[src/rtl/boundary_inject_pkg.sv]
// Shared definitions for the boundary injector: flit layout and FSM encodings.
package boundary_inject_pkg;

  localparam int unsigned FLIT_W  = 144;
  localparam int unsigned VLD_BIT = 143;

  // Ring / boundary flit: MSB is the valid bit, the rest is opaque payload.
  typedef struct packed {
    logic              vld;
    logic [VLD_BIT-1:0] payload;
  } flit_t;

  typedef enum logic [1:0] {
    ST_IDLE   = 2'd0,
    ST_PEND   = 2'd1,
    ST_STARVE = 2'd2
  } inj_state_e;

endpackage

[src/rtl/boundary_fifo.sv]
// Boundary FIFO: holds flits from the clock boundary until a free ring slot.
// Ports: clk, rst (async active-low), push/push_data write, pop read,
//        head = oldest entry, count = occupancy.
module boundary_fifo
  import boundary_inject_pkg::*;
#(
  parameter int unsigned DEPTH = 4
) (
  input  logic                   clk,
  input  logic                   rst,
  input  logic                   push,
  input  flit_t                  push_data,
  input  logic                   pop,
  output flit_t                  head,
  output logic [$clog2(DEPTH):0] count
);

  localparam int unsigned PTR_W = $clog2(DEPTH);
  localparam int unsigned CNT_W = PTR_W + 1;

  flit_t             mem_q [DEPTH];
  logic [PTR_W-1:0]  wr_ptr_q, wr_ptr_d;
  logic [PTR_W-1:0]  rd_ptr_q, rd_ptr_d;
  logic [CNT_W-1:0]  cnt_q, cnt_d;

  // Pointer / occupancy update; DEPTH is a power of two so pointers wrap naturally.
  always_comb begin
    wr_ptr_d = wr_ptr_q;
    rd_ptr_d = rd_ptr_q;
    cnt_d    = cnt_q;
    if (push) wr_ptr_d = wr_ptr_q + PTR_W'(1);
    if (pop)  rd_ptr_d = rd_ptr_q + PTR_W'(1);
    case ({push, pop})
      2'b10:   cnt_d = cnt_q + CNT_W'(1);
      2'b01:   cnt_d = cnt_q - CNT_W'(1);
      default: cnt_d = cnt_q;
    endcase
  end

  always_ff @(posedge clk or negedge rst) begin
    if (!rst) begin
      wr_ptr_q <= '0;
      rd_ptr_q <= '0;
      cnt_q    <= '0;
    end else begin
      wr_ptr_q <= wr_ptr_d;
      rd_ptr_q <= rd_ptr_d;
      cnt_q    <= cnt_d;
    end
  end

  // Storage needs no reset: entries are only read while counted as occupied.
  always_ff @(posedge clk) begin
    if (push) mem_q[wr_ptr_q] <= push_data;
  end

  assign head  = mem_q[rd_ptr_q];
  assign count = cnt_q;

endmodule

[src/rtl/boundary_inject.sv]
// Boundary injector: merges flits from a clock-boundary output into free
// slots of a local ring, buffering in a small FIFO and requesting upstream
// throttling when buffered flits are starved of slots.
// Ports: clk, rst (async active-low); bnd_ci in / bnd_stall backpressure;
//        ring_ci in / ring_co registered out; thr_req throttle request;
//        ovf sticky overflow; count FIFO occupancy.
module boundary_inject
  import boundary_inject_pkg::*;
#(
  parameter int unsigned DEPTH      = 4,
  parameter int unsigned STARVE_LIM = 8
) (
  input  logic                   clk,
  input  logic                   rst,
  input  flit_t                  bnd_ci,
  output logic                   bnd_stall,
  input  flit_t                  ring_ci,
  output flit_t                  ring_co,
  output logic                   thr_req,
  output logic                   ovf,
  output logic [$clog2(DEPTH):0] count
);

  localparam int unsigned CNT_W = $clog2(DEPTH) + 1;
  localparam int unsigned BLK_W = $clog2(STARVE_LIM + 1);

  flit_t             head;
  logic [CNT_W-1:0]  fifo_cnt;
  logic [CNT_W-1:0]  cnt_nxt;
  logic              fifo_empty, fifo_full;
  logic              pop, push, bypass, drop;

  flit_t             ring_co_q, ring_co_d;
  inj_state_e        state_q, state_d;
  logic [BLK_W-1:0]  blk_q, blk_d;
  logic              ovf_q, ovf_d;
  logic              thr_req_q, thr_req_d;

  boundary_fifo #(.DEPTH(DEPTH)) u_fifo (
    .clk       (clk),
    .rst       (rst),
    .push      (push),
    .push_data (bnd_ci),
    .pop       (pop),
    .head      (head),
    .count     (fifo_cnt)
  );

  // Slot arbitration: ring traffic first, then FIFO head, then bypass.
  always_comb begin
    fifo_empty = (fifo_cnt == '0);
    fifo_full  = (fifo_cnt == CNT_W'(DEPTH));
    pop        = !ring_ci.vld && !fifo_empty;
    bypass     = !ring_ci.vld && fifo_empty && bnd_ci.vld;
    // A full FIFO still accepts when the head leaves in the same cycle.
    push       = bnd_ci.vld && !bypass && (!fifo_full || pop);
    drop       = bnd_ci.vld && !bypass && fifo_full && !pop;

    ring_co_d = '0;
    if (ring_ci.vld)  ring_co_d = ring_ci;
    else if (pop)     ring_co_d = head;
    else if (bypass)  ring_co_d = bnd_ci;

    cnt_nxt = fifo_cnt;
    if (push && !pop)      cnt_nxt = fifo_cnt + CNT_W'(1);
    else if (pop && !push) cnt_nxt = fifo_cnt - CNT_W'(1);
  end

  // One entry of skid is reserved for the flit already in flight.
  assign bnd_stall = (fifo_cnt >= CNT_W'(DEPTH - 1));

  // Starvation FSM and blocked-cycle counter.
  always_comb begin
    state_d = state_q;
    blk_d   = blk_q;
    ovf_d   = ovf_q | drop;

    if (pop) begin
      blk_d = '0;
    end else if (!fifo_empty && ring_ci.vld && (blk_q != BLK_W'(STARVE_LIM))) begin
      blk_d = blk_q + BLK_W'(1);
    end

    case (state_q)
      ST_IDLE: begin
        if (push) state_d = ST_PEND;
      end
      ST_PEND: begin
        if (cnt_nxt == '0)                       state_d = ST_IDLE;
        else if (blk_d == BLK_W'(STARVE_LIM))    state_d = ST_STARVE;
      end
      ST_STARVE: begin
        if (cnt_nxt == '0) state_d = ST_IDLE;
        else if (pop)      state_d = ST_PEND;
      end
      default: state_d = ST_IDLE;
    endcase

    thr_req_d = (state_d == ST_STARVE);
  end

  always_ff @(posedge clk or negedge rst) begin
    if (!rst) begin
      ring_co_q <= '0;
      state_q   <= ST_IDLE;
      blk_q     <= '0;
      ovf_q     <= 1'b0;
      thr_req_q <= 1'b0;
    end else begin
      ring_co_q <= ring_co_d;
      state_q   <= state_d;
      blk_q     <= blk_d;
      ovf_q     <= ovf_d;
      thr_req_q <= thr_req_d;
    end
  end

  assign ring_co = ring_co_q;
  assign thr_req = thr_req_q;
  assign ovf     = ovf_q;
  assign count   = fifo_cnt;

endmodule
[config.mk]
export PLATFORM = sky130hd
export DESIGN_NAME = boundary_inject
export DESIGN_NICKNAME = d
export VERILOG_FILES = /design/src/rtl/boundary_inject_pkg.sv /design/src/rtl/boundary_fifo.sv /design/src/rtl/boundary_inject.sv
export SDC_FILE = /design/constraint.sdc
export NUM_CORES = 1
export LEC_CHECK = 0
export ABC_AREA = 1
export BUFFER_PORTS_ARGS = -buffer_cell sky130_fd_sc_hd__buf_2
export CAP_MARGIN = 40
export CORE_MARGIN = 1
export CORE_UTILIZATION = 40
export CTS_CLUSTER_SIZE = 25
export DETAILED_ROUTE_END_ITERATION = 16
export PLACE_DENSITY = 0.7
export SETUP_SLACK_MARGIN = 0.3
export SLEW_MARGIN = 30
export SYNTH_ARGS = -nofsm -noshare
export SYNTH_HDL_FRONTEND = slang
export SYNTH_SLANG_ARGS = --single-unit
[constraint.sdc]
create_clock -name clk -period 9.7 [get_ports clk]
set_input_delay 0.485 -clock clk [delete_from_list [all_inputs] [get_ports clk]]
set_output_delay 0.485 -clock clk [all_outputs]
set_load 0.05 [all_outputs]
==> results of run 1 <==
[routing by layer]
layer | part of all wire, % | GRT usage (%) | routed length (µm)
met1 | 40 | 24.25 | 28190
met2 | 51 | 32.96 | 35750
met3 | 6.9 | 3.189 | 4822
met4 | 2.0 | 6.404 | 1394
met5 | 0.090 | 0 | 63
[timing repair]
action,CTS,global route
setup endpoints to repair,0,0
endpoints found under the hold margin,33,0
hold buffers,1,0
[kinds of logic after synthesis]
| logic type | count (synthesis) |
|---|---|
| buffers and inverters | 175 |
| xor gates and xnor gates | 2 |
| AOI/OAI and AO/OA | 449 |
| DFF | 735 |
| adders and majority gates | 14 |
| and+or+nand+nor | 775 |
[worst max-delay path by stage]
stage | slack (ns) | cells after the start | endpoint
after floorplan | 1.56 | 7 | u_fifo.mem_q[0][0]
after global placement | 6.14 | 6 | u_fifo.mem_q[1][3]
after detailed placement | 6.17 | 7 | u_fifo.mem_q[0][71]
after CTS | 6.28 | 9 | u_fifo.mem_q[0][0]
after global routing | 6.11 | 9 | u_fifo.mem_q[0][71]
final | 6.28 | 9 | u_fifo.mem_q[0][75]
[cells in the final DEF, fill, tap and decap left out, drive strengths merged, types with 13 or more instances in the layout]
master and n:
clkbuf 117, nand2 596, clkinv 13, inv 36
a21oi 291, nor2 17, ha 14, edfxtp 576
nand3 158, buf 479, a221o 143, dfrtp 159
[worst register-to-register path, cell delays in order, from the launching register on]
cell and delay (ns):
dfrtp_1 0.38, inv_1 0.14, ha_1 0.28, nand2_4 0.13
nor2_1 0.06, inv_2 0.12, nand3_2 0.26, nor2_4 0.47
buf_4 0.44, buf_4 0.68
[area by class of cell]
class,count,area [µm²]
diodes,3,7.507
clock buffers,116,2235
clock inverters,24,349.1
fillers,6093,35720
inverters,34,140.1
multi-input cells,1240,6346
flip-flops and latches,735,21280
well taps,940,1176
repair buffers,481,2893
[flip-flops by register name, indices dropped and copies added, names as in the netlist]
signal,flops
state_q,2
u_fifo.rd_ptr_q,2
ring_co,144
u_fifo.wr_ptr_q,2
u_fifo.count,3
thr_req,1
ovf,1
u_fifo.mem_q,576
blk_q,4
[where the power goes]
group | internal (mW) | total, mW | switching (mW)
clock network | 1.78 | 2.97 | 1.18
registers | 4.20 | 4.46 | 0.258
logic | 1.00 | 3.77 | 2.77
[through the flow]
stage	power (mW)	hold WS [ns]	cell area, µm²	util (%)
after floorplan	7.182	0.1894	28370	-
after global placement	8.021	0.5191	31310	44.63
after detailed placement	8.242	0.4540	31670	45.15
after CTS	11.24	0.04442	34260	48.84
after global routing	11.74	0.07244	34430	49.08
final	11.20	0.09820	34430	49.08
==> reports/metrics.yaml, run 1 <==
run_status:
  outcome: "finished clean"
clocking:
  worstSkewPairLatency_ns: 0.60
  cts.sinks: 735
  post_cts_buffers: 0
  cts_tree: "yes"
  numCtsBuffers: 75
  root_buffer: "clkbuf_16"
  cts.htree.levels: 3
  cts.clk_slew.worst_paths_ns: 0.06
  cts-resized-gates: 0
  cts_buffer_depth: 3
critical_path:
  cp_num_buf_inv: 4
  r2r-start: "u_fifo.count[0]"
  crit_family: "buffers and inverters"
  end_kind: "flop"
  cp-start-kind: "flop"
  crit_path_max_fanout: 49
  r2r_slack_ns: 6.28
  cp_slowest_cell: "buf_4"
  critPathKind: "flop to flop"
  crit_top_cell: "buf_4"
  cp.arrival_ns: 3.64
  crit_required_ns: 9.92
  slowest_delay_ns: 0.67
  r2r_end: "u_fifo.mem_q[0][75]"
  startpoint: "u_fifo.count[0]"
  crit_chain: "inv_1 > ha_1 > nand2_4 > nor2_1 > inv_2 > nand3_2 > nor2_4 > buf_4 > buf_4"
  worstRegToRegCells: 9
synth:
  synth-async-reset-ratio_pct: 21.63
  synth_top_area_share_pct: 60.96
  ys.flop_type: "edfxtp_1"
  synth_top_family_by_area: "simple AND/OR/NAND/NOR gates"
  synth_adder_area_share_pct: 0.6173
  syn-cell-area_um2: 28370
  synth_compound_area_share_pct: 10.48
  ys_types: 26
  synth.avg_cell_area_um2: 13.20
  synth_mux_area_share_pct: 0
  synth.net_count: 2454
  yosys_warnings: 0
  ys_top_cells_by_area: "edfxtp_1, dfrtp_1, nand2_1"
  yosysMostFrequentCell: "nand2_1"
  ys_seq_area_share_pct: 74.98
  yosys.area.top_type: "edfxtp_1"
  yosys-top-cells-count: "nand2_1, edfxtp_1, a21oi_1"
  synth-xor-area-share_pct: 0.06173
  yosys.area_share.simple_pct: 11.07
  syn_inst: 2150
  synth_edf_count: 576
  ys_seq_elements: 735
grt:
  grtUsageTotal_pct: 19.05
  grt_remaining_overflow: 0
  antenna_found_initial: 7
  grt_start_max_net_pins: 107
  first_global_vias: 19030
  grt_pass1_wl_um: 105900
worst_hold_path:
  hold_end: "ring_co[86]"
  hp-class: "primary input to flop"
  holdPathStages: 3
  min_from: "ring_ci[86]"
route:
  finalWirelength_um: 70220
  via_per_inst: 5.348
  antenna_left: 0
  drcViolationCount: 0
  firstDrtPassIters: 8
  detail_route.iter0.violations: 1415
  routed-via-count: 19110
  wl_per_cell_um: 19.65
floorplanning:
  io_pins: 440
  fp.dieH_um: 268.3
  die_w_um: 268.3
  core_area_um2: 70150
  dieArea_um2: 72010
  row_count: 97
  initial_core_util_pct: 40.45
placement:
  gp_congestion: 0.7668
  port_buffers: 439
  place.detailed.hpwl_um: 43210
  place_inst: 3423
  place_ws_ns: 6.172
timing:
  fmax_mhz: 292.6
  maxSlewHeadroom_pct: 46.16
  drv_slew: 0
  finalHoldViolations: 0
  setup_viol: 0
  tightest_slew_ns: 0.8077
  timing.final.crit_share_pct: 35.24
  fin_crit_ns: 3.418
  worst_clock_skew_ns: 0.02510
  fin_ws_ns: 6.282
  setup_tns_ns: 0
  rsz0062_at_grt: "false"
power:
  power_density_nw_per_um2: 325.4
  vdd_drop_max_uv: 192.0
  leakage_nw: 13.29
cells_and_area:
  area_growth_pct: 21.34
  fin_cells: 3573
  drive_gt1_share_pct: 23.19
  final_nets: 2871
run:
  cap_viol_max_count: 0
Power figures use the tool's default switching activity.
==> inputs of run 2 (changes only) <==
Settings changed: ABC_AREA 1 to 0, PLACE_DENSITY 0.7 to 0.72.
Clock period 9.7 ns to 3 ns, I/O delays scaled along.
==> run 2 against run 1 <==
- sequential power grew to 3.2 times the previous value
- maximum frequency up 31%
- clock power grew to 3.3 times the previous value
- sequential share of layout area is 6.3 points lower
- global-route usage up 1.3 points
- setup slack got worse by 5.9 ns
- clock skew is 0.020 ns higher
- register-to-register slack lost 5.9 ns
- synthesized cell count fell by 23%
- hold slack got worse by 0.020 ns
- critical path depth down 1
- largest power group unchanged
==> reports/metrics.yaml, run 2 <==
run_status:
  outcome: "finished clean"
clocking:
  worstSkewPairLatency_ns: 0.62  # +0.02 ns
  cts.htree.levels: 3  # unchanged
  cts.clk_slew.worst_paths_ns: 0.06  # about the same
  cts_tree: "yes"
  numCtsBuffers: 78  # +4.0%
  root_buffer: "clkbuf_16"
  cts_buffer_depth: 3  # unchanged
  cts.sinks: 735  # unchanged
critical_path:
  cp.arrival_ns: 3.10  # -0.54 ns
  worstRegToRegCells: 8  # -1
  cp.depth: 8  # -1
  r2r_end: "ring_co[105]"
  crit_required_ns: 3.48  # -6.44 ns
  crit_family: "buffers and inverters"
  cp_slowest_cell: "dlygate4sd3_1"
  cp-start-kind: "flop"
  crit_chain: "inv_1 > ha_2 > nand2b_4 > buf_4 > buf_16 > a21oi_1 > o21ai_1 > dlygate4sd3_1"
  slowest_delay_ns: 0.62  # -0.05 ns
  cp_num_buf_inv: 4  # unchanged
  r2r-start: "u_fifo.count[1]"
  end_kind: "flop"
  critPathKind: "flop to flop"
  r2r_slack_ns: 0.39  # -5.90 ns
  crit_path_max_fanout: 39  # -20%
synth:
  synth_adder_area_share_pct: 0.6147  # -0.0027 points
  synth-xor-area-share_pct: 0.2151  # +0.15 points
  yosys.area_share.simple_pct: 5.725  # -5.3 points
  synth-async-reset-ratio_pct: 21.63  # unchanged
  yosys-top-cells-count: "edfxtp_1, dfrtp_1, nand2_1"
  yosys_warnings: 0  # unchanged
  yosys.area.top_type: "edfxtp_1"
  synth_top_family_by_area: "multiplexers"
  synth.avg_cell_area_um2: 17.25  # +31%
  synth_edf_count: 576  # unchanged
  synth_top_area_share_pct: 60.69  # -0.26 points
  ys_seq_elements: 735  # unchanged
  synth_compound_area_share_pct: 5.563  # -4.9 points
  syn_inst: 1652  # -23%
  synth_mux_area_share_pct: 11.42  # +11 points
  ys_types: 40  # +54%
  ys_top_cells_by_area: "edfxtp_1, dfrtp_1, mux4_2"
  synth.net_count: 1956  # -20%
  ys_seq_area_share_pct: 74.65  # -0.33 points
  yosysMostFrequentCell: "edfxtp_1"
  ys.flop_type: "edfxtp_1"
  syn-cell-area_um2: 28500  # +0.44%
timing:
  fmax_mhz: 382.6  # +31%
  fin_crit_ns: 2.614  # -0.8041 ns
  rsz0062_at_grt: "true"
  finalHoldViolations: 0  # unchanged
  maxSlewHeadroom_pct: 45.78  # -0.38 points
  fin_ws_ns: 0.3862  # -5.896 ns
  drv_slew: 0  # unchanged
  timing.final.crit_share_pct: 87.13  # +52 points
  tightest_slew_ns: 0.8133  # +0.005656 ns
  setup_viol: 0  # unchanged
  worst_clock_skew_ns: 0.04536  # +0.02026 ns
  setup_tns_ns: 0  # unchanged
cells_and_area:
  final_cell_mix: "edfxtp_1, buf_2, dlygate4sd3_1"
  final_util_pct: 54.58  # +5.5 points
  largest_reg_flops: 576  # unchanged
  drive_gt1_share_pct: 31.87  # +8.7 points
  max_flop_register: "u_fifo.mem_q"
  final_nets: 2761  # -3.8%
  final_common_cell: "edfxtp_1"
  area_growth_pct: 34.59
grt:
  grt_start_max_net_pins: 150  # +40%
  antenna_found_initial: 5  # -2
  grt_remaining_overflow: 0  # unchanged
  grtUsageTotal_pct: 20.33  # +1.3 points
  grt_pass1_wl_um: 111600  # +5.4%
  first_global_vias: 19440  # +2.2%
route:
  wl_per_cell_um: 21.69  # +10%
  firstDrtPassIters: 5  # -3
  via_per_inst: 5.365  # +0.32%
  detail_route.iter0.violations: 1470  # +3.9%
  drcViolationCount: 0  # unchanged
  antenna_left: 0  # unchanged
  finalWirelength_um: 75190  # +7.1%
  routed-via-count: 18600  # -2.7%
worst_hold_path:
  holdPathStages: 3  # unchanged
  hold_end: "u_fifo.wr_ptr_q[0]"
  min_from: "bnd_ci[143]"
  hp-class: "primary input to flop"
power:
  power_density_nw_per_um2: 972.2  # +200%
  vdd_drop_max_uv: 570.1  # +200%
  total_power_mw: 37.29  # +230%
  leakage_nw: 14.95  # +12%
placement:
  port_buffers: 439  # unchanged
  place.detailed.hpwl_um: 41190  # -4.7%
  place_ws_ns: 0.3866  # -5.786 ns
  gp_congestion: 0.7800  # +1.7%
floorplanning:
  core_area_um2: 70270  # +0.17%
  fp.dieH_um: 268.9  # +0.22%
  io_pins: 440  # unchanged
  die_w_um: 268.9  # +0.22%
  row_count: 97  # unchanged
  dieArea_um2: 72320  # +0.43%
  initial_core_util_pct: 40.56  # +0.11 points
run:
  cap_viol_max_count: 0  # unchanged
-- run 2: kinds of logic (layout without fill, tap and decap cells) --
kind of cell               count (synthesis)  in the layout
xor gates and xnor gates                   7              7
adders and majority gates                 14             14
AOI/OAI and AO/OA                        305            305
and+or+nand+nor                          319            319
buffers and inverters                    127            998
DFF                                      735            735
other                                      0              4
muxes                                    145            145
-- run 2: area by class of cell --
type	count	area (µm²)
Inverter	12	45.04
Fill cell	5279	31910
Sequential cell	735	21290
Tap cell	940	1176
Antenna cell	4	10.01
Multi-Input combinational cell	790	6741
Timing Repair Buffer	840	6434
Clock buffer	109	2263
Clock inverter	37	400.4
-- run 2: where the power goes --
group	switching, mW	leakage, nW	total (mW)	internal, mW
registers	0.674	7.20	14.2	13.5
clock network	4.02	1.30	9.79	5.77
logic	8.29	6.46	13.3	5.04
total	13.0	15.0	37.3	24.3
-- run 2: tightest hold or removal path, cell delays in order --
cell and delay, ns:
buf_4 0.15, a21boi_4 0.18, xnor2_1 0.13
-- run 2: timing repair --
item                                   4_1_cts  5_1_grt
resized for setup                            0        5
setup endpoints to repair                    0       27
hold buffers                               324        0
endpoints found under the hold margin      777        0
buffers inserted                             0        7
-- run 2: worst max-delay path by stage --
stage	end	slack [ns]	startpoint
2_1_floorplan	u_fifo.mem_q[0][0]	0.33	u_fifo.count[0]
4_1_cts	ring_co[84]	0.32	u_fifo.count[0]
3_5_place_dp	state_q[0]	0.39	u_fifo.count[0]
6_report	ring_co[105]	0.39	u_fifo.count[1]
5_1_grt	ring_co[76]	0.24	u_fifo.count[1]
3_3_place_gp	state_q[0]	0.45	u_fifo.count[0]
-- run 2: metrics by stage --
| step | hold slack (ns) | cell area, µm² | instances |
|---|---|---|---|
| 3_3_place_gp | 0.2173 | 32260 | 2982 |
| 5_1_grt | 0.04753 | 38360 | 3467 |
| 6_report | 0.07784 | 38360 | 3467 |
| 3_5_place_dp | 0.2180 | 32290 | 2983 |
| 4_1_cts | 0.02443 | 38190 | 3453 |
| 2_1_floorplan | -0.1456 | 28530 | 1652 |
-- run 2: per-layer routing --
metal  GRT usage [%]  routed length (µm)  vias up
met4           7.924                2215        0
li1                -                   -     8068
met5               0                   0        -
met2           34.94               38550      891
met1           25.41               29630     9459
met3           3.836                4793      181
